==> src/rtl/ser_slot_arbiter.sv <==
// Byte-slot scheduler ahead of the 8-bit serializer: one byte (data or fill) per 8-cycle slot,
// granted round-robin across requesters with bursts capped at MAX_BURST bytes.

module ser_slot_lane #(
    parameter logic [1:0] LANE = 2'd0
) (
    input  logic [1:0] grant,
    input  logic       busy,
    input  logic       slot_five,
    output logic       ready
);
    // Decoded from registered state only, so it never loops back through req_valid.
    assign ready = busy && slot_five && (grant == LANE);
endmodule

module ser_slot_arbiter #(
    parameter int         N_REQ     = 4,
    parameter int         MAX_BURST = 4,
    parameter logic [7:0] IDLE_BYTE = 8'h00
) (
    input  logic                 clock_ser,
    input  logic                 reset,
    input  logic [N_REQ-1:0]     req_valid,
    input  logic [8*N_REQ-1:0]   req_data,
    output logic [N_REQ-1:0]     req_ready,
    output logic [7:0]           ser_data,
    output logic                 ser_enable,
    output logic                 idle_fill,
    output logic [1:0]           grant_id,
    output logic                 busy,
    output logic                 slot_tick
);

    typedef enum logic {S_IDLE, S_BURST} state_t;

    state_t          state_q, state_d;
    logic [2:0]      slot_cnt;
    logic [1:0]      grant;
    logic [1:0]      last_grant;
    logic [3:0]      burst_cnt;

    logic [3:0]      vld_pad;
    logic [3:0][7:0] data_pad;
    logic            arb_run;
    logic            arb_found;
    logic [1:0]      arb_idx;
    logic [1:0]      cand;
    logic            slot_four;
    logic            slot_five;
    logic            xfer;

    assign slot_four = (slot_cnt == 3'd4);
    assign slot_five = (slot_cnt == 3'd5);

    // Pad requester inputs to 4 lanes so 2-bit grant indices stay in range for any N_REQ.
    always_comb begin
        vld_pad  = '0;
        data_pad = '0;
        for (int i = 0; i < N_REQ; i++) begin
            vld_pad[i]  = req_valid[i];
            data_pad[i] = req_data[8*i +: 8];
        end
    end

    // Round-robin search starting one past the last winner, wrapping at N_REQ.
    always_comb begin
        arb_found = 1'b0;
        arb_idx   = last_grant;
        cand      = last_grant;
        for (int k = 0; k < N_REQ; k++) begin
            cand = (cand == 2'(N_REQ - 1)) ? 2'd0 : cand + 2'd1;
            if (!arb_found && vld_pad[cand]) begin
                arb_found = 1'b1;
                arb_idx   = cand;
            end
        end
    end

    assign arb_run = (state_q == S_IDLE) || (burst_cnt == 4'(MAX_BURST));
    assign xfer    = (state_q == S_BURST) && slot_five && vld_pad[grant];

    // FSM: state register
    always_ff @(posedge clock_ser or negedge reset) begin
        if (!reset) state_q <= S_IDLE;
        else        state_q <= state_d;
    end

    // FSM: next state
    always_comb begin
        state_d = state_q;
        if (slot_four && arb_run)
            state_d = arb_found ? S_BURST : S_IDLE;
        else if (slot_five && (state_q == S_BURST) && !vld_pad[grant])
            state_d = S_IDLE;
    end

    // FSM: outputs
    always_comb begin
        busy      = (state_q == S_BURST);
        slot_tick = (slot_cnt == 3'd7);
        grant_id  = grant;
    end

    for (genvar i = 0; i < N_REQ; i++) begin : g_lane
        ser_slot_lane #(.LANE(2'(i))) u_lane (
            .grant     (grant),
            .busy      (busy),
            .slot_five (slot_five),
            .ready     (req_ready[i])
        );
    end

    // Slot timing, grant bookkeeping and the serializer load register.
    always_ff @(posedge clock_ser or negedge reset) begin
        if (!reset) begin
            slot_cnt   <= 3'd0;
            grant      <= 2'd0;
            last_grant <= 2'(N_REQ - 1);
            burst_cnt  <= 4'd0;
            ser_data   <= IDLE_BYTE;
            ser_enable <= 1'b0;
            idle_fill  <= 1'b1;
        end else begin
            slot_cnt <= slot_cnt + 3'd1;
            if (slot_four && arb_run && arb_found) begin
                grant      <= arb_idx;
                last_grant <= arb_idx;
                burst_cnt  <= 4'd0;
            end
            if (slot_five) begin
                ser_enable <= 1'b1;
                if (xfer) begin
                    ser_data  <= data_pad[grant];
                    idle_fill <= 1'b0;
                    burst_cnt <= burst_cnt + 4'd1;
                end else begin
                    ser_data  <= IDLE_BYTE;
                    idle_fill <= 1'b1;
                end
            end else if (slot_cnt == 3'd6) begin
                ser_enable <= 1'b0;
            end
        end
    end

endmodule

==> config.mk <==
export PLATFORM = sky130hd
export DESIGN_NAME = ser_slot_arbiter
export DESIGN_NICKNAME = d
export VERILOG_FILES = /design/src/rtl/ser_slot_arbiter.sv
export SDC_FILE = /design/constraint.sdc
export NUM_CORES = 1
export LEC_CHECK = 0
export CORE_MARGIN = 4
export CORE_UTILIZATION = 45
export CTS_CLUSTER_SIZE = 14
export DETAILED_ROUTE_END_ITERATION = 8
export PLACE_DENSITY = 0.79
export RECOVER_POWER = 50
export REMOVE_ABC_BUFFERS = 1
export SLEW_MARGIN = 15
export SYNTH_ARGS = -nofsm -noshare
export SYNTH_HDL_FRONTEND = slang
export SYNTH_HIERARCHICAL = 1
export SYNTH_SLANG_ARGS = --single-unit
==> constraint.sdc <==
create_clock -name clock_ser -period 2.5 [get_ports clock_ser]
set_clock_uncertainty 0.2 [all_clocks]
set_input_delay 0.75 -clock clock_ser [delete_from_list [all_inputs] [get_ports clock_ser]]
set_output_delay 0.75 -clock clock_ser [all_outputs]
set_load 0.03 [all_outputs]
==> results.sh <==
export IMPL_antenna_cells=0
export IMPL_ant_nets=0
export IMPL_std_cell_rows=21
export IMPL_grt_max_degree=23
export IMPL_synth_top_cell_area_share=0.285
export IMPL_synthFlopType="dfrtp_1"
export IMPL_viasPerCell=5.43
export IMPL_synth_edff_count=0
export IMPL_fin_nets=291
export IMPL_io_buffers=55
export IMPL_ys_warn_count=6
export IMPL_fin_tns_setup_ns=0
export IMPL_vias=1576
export IMPL_syn_area_per_cell_um2=9.66
export IMPL_dp_hpwl_mm=3.50
export IMPL_crit_path_start_kind="flop"
export IMPL_finalSetupViolCount=0
export IMPL_hold_class="reg2reg"
export IMPL_min_period_ns=2.42
export IMPL_worst_setup_path_end_kind="output pin"
export IMPL_drive_gt1_frac=0.209
export IMPL_synth_seq_cells=22
export IMPL_path_cells="clkdlybuf4s50_1"
export IMPL_multiInputGateArea_um2=993
export IMPL_power_leakage_uw=0.00109
export IMPL_wirelength_mm=4.47
export IMPL_arrival_ns=1.47
export IMPL_globalplace_congestion=0.849
export IMPL_worst_path_buf_inv=1
export IMPL_synth_distinct_cells=48
export IMPL_cts_sinks=22
export IMPL_cts_buffers=3
export IMPL_cts_root_buf="clkbuf_8"
export IMPL_ff_latch_area_um2=554
export IMPL_synth_top_family_by_area="simple AND/OR/NAND/NOR gates"
export IMPL_fin_crit_sh=0.967
export IMPL_use_met3=0.0389
export IMPL_drc=0
export IMPL_wl_per_cell_um=15.4
export IMPL_hold_violations=0
export IMPL_maxSlewViolCount=0
export IMPL_cp_max_fo=8
export IMPL_crit_slowest_cell="clkdlybuf4s50_1"
export IMPL_dieWidth_um=68.9
export IMPL_status="complete, no violations"
export IMPL_die_h_um=68.9
export IMPL_grt_first_pass_wirelength_mm=7.07
export IMPL_ios=56
export IMPL_start_util=0.482
export IMPL_synth_compound_area_frac=0.162
export IMPL_max_vdd_ir_drop_v=0.000641
export IMPL_synthMuxAreaShare=0.151
export IMPL_fmax_ghz=0.414
export IMPL_holdBufCountCts=0
export IMPL_cts_tree="yes"
export IMPL_dr_pass1_iters=4
export IMPL_antenna_found_initial=0
export IMPL_clock_latency_ns=0.26
export IMPL_yosys_area_share_simple=0.212
export IMPL_holdWs_ns=0.289
export IMPL_synth_cells=173
export IMPL_grt_use_met1=0.256
export IMPL_grt_overflow=0
export IMPL_critPathMaxStageDelay_ns=0.73
export IMPL_slew_limit_headroom=0.192
export IMPL_synth_area_leader_cell="dfrtp_1"
export IMPL_coreArea_um2=3470
export IMPL_worst_ep_required_time_ns=1.55
export IMPL_initialDrtViolationCount=72
export IMPL_path_class="reg2out"
export IMPL_path_clk_slew_ns=0.08
export IMPL_cap_violations=0
export IMPL_worst_pin_slew_ns=1.21
export IMPL_nFillCells=262
export IMPL_p_per_area_nw_per_um2=1010
export IMPL_cts_htree_levels=1
export IMPL_synth_cell_area_um2=1670
export IMPL_clockBufferDepth=2
export IMPL_ys_async_sr_fraction=1.00
export IMPL_syn2layout_area_growth_pct=46.1
export IMPL_yosysSeqAreaShare=0.332
export IMPL_synthAdderAreaFrac=0.0599
export IMPL_grt_pass1_vias=1499
export IMPL_synth_area_top_cells="dfrtp_1 (28%), mux4_2 (12%), ha_1 (6.0%)"
export IMPL_grt_total_usage=0.199
export IMPL_synth_xor_area_share=0
export IMPL_die_area_um2=4750
export IMPL_crit_family="buffers and inverters"
export IMPL_grt_met2_usage=0.348
export IMPL_busiest_layer="met2"
metrics by stage:
step	setup WS, ns	area (um^2)	util	power, uW	cells
2_1_floorplan	0.00283	1610	-	1580	162
3_3_place_gp	-0.247	2360	0.680	2100	284
3_5_place_dp	-0.313	2360	0.680	2120	284
4_1_cts	0.0222	2450	0.707	2500	288
5_1_grt	-0.0119	2440	0.704	2670	290
6_report	0.0830	2440	0.704	2480	290
per-layer routing:
metal  wire (um)  share of wire
met2        2450           0.55
met3         215          0.048
met5           0              0
met1        1800           0.40
met4           0              0
where the power goes:
| group | switching (uW) | total [uW] | leakage (uW) | internal (uW) |
|---|---|---|---|---|
| Clock | 116 | 330 | 0.0000357 | 214 |
| Sequential | 121 | 614 | 0.000278 | 493 |
| Combinational | 800 | 1530 | 0.000778 | 732 |
| Total | 1040 | 2480 | 0.00109 | 1440 |
layout by cell type (no fill, tap or decap), types with 3 or more instances in the layout:
| cell | synthesis | final |
|---|---|---|
| nor3_1 | 8 | 8 |
| clkdlybuf4s50_1 | 0 | 44 |
| nor2b_1 | 4 | 4 |
| inv_1 | 19 | 18 |
| clkbuf_1 | 3 | 4 |
| dfstp_2 | 3 | 3 |
| nand2_1 | 15 | 15 |
| mux4_2 | 9 | 9 |
| nor2_1 | 9 | 9 |
| buf_4 | 0 | 24 |
| clkbuf_8 | 0 | 3 |
| and3b_1 | 3 | 3 |
| o21ai_1 | 10 | 10 |
| nand3_1 | 3 | 4 |
| nor3b_1 | 3 | 3 |
| dlygate4sd2_1 | 0 | 5 |
| ha_1 | 8 | 8 |
| o21ai_0 | 7 | 7 |
| dfrtp_1 | 19 | 19 |
cell type report:
class                   count  share of cell area
clock buffers               3              0.0169
well taps                  46              0.0236
multi-input cells         120               0.407
repair buffers             78               0.282
inverters                  20              0.0308
clock inverters             1              0.0123
flip-flops and latches     22               0.227
registers in the layout, indices dropped and copies added (netlist names):
name        count
burst_cnt       4
busy            1
grant_id        2
idle_fill       1
last_grant      2
ser_data        8
ser_enable      1
slot_cnt        3
cells by family (layout without fill, tap and decap cells):
group | Yosys count | after routing
mux | 13 | 13
flops | 22 | 22
buf+inv | 31 | 102
simple gates | 62 | 62
fa+ha+maj | 8 | 8
compound gates | 37 | 37
repair_timing:
item / 4_1_cts / 5_1_grt
gates resized for setup: 8 / 1
setup endpoints to repair: 3 / 4
endpoints found under the hold margin: 0 / 0
pin swaps: 1 / 0
buffers inserted: 0 / 2
synthesized netlist by cell type (all sizes together) (2+ instances only):
master,instances
inv,20
dfrtp,19
o21ai,17
nand2,15
mux4,9
nor2,9
nor3,9
buf,8
ha,8
nand3,4
nor2b,4
and3b,3
clkbuf,3
dfstp,3
nor3b,3
a211oi,2
a31oi,2
a32oi,2
and2,2
and4b,2
mux2,2
mux2i,2
nand2b,2
o211ai,2
o21a,2
o32ai,2
or2,2
or4,2
path summary, 6_finish.rpt:
check,start,end,slack (ns),depth (start not counted)
max,busy$_DFFE_PN0P_,busy,0.08,1
min,ser_data[5]$_DFFE_PN0P_,ser_data[5]$_DFFE_PN0P_,0.29,2
max reg2reg,last_grant[1]$_DFFE_PN1P_,last_grant[1]$_DFFE_PN1P_,0.12,8
min reg2reg,ser_data[5]$_DFFE_PN0P_,ser_data[5]$_DFFE_PN0P_,0.29,2
max in group asynchronous,reset,ser_data[5]$_DFFE_PN0P_,0.32,2
min in group asynchronous,reset,burst_cnt[0]$_DFF_PN0_,1.05,2
No activity file was read; power rests on OpenSTA's default activity.
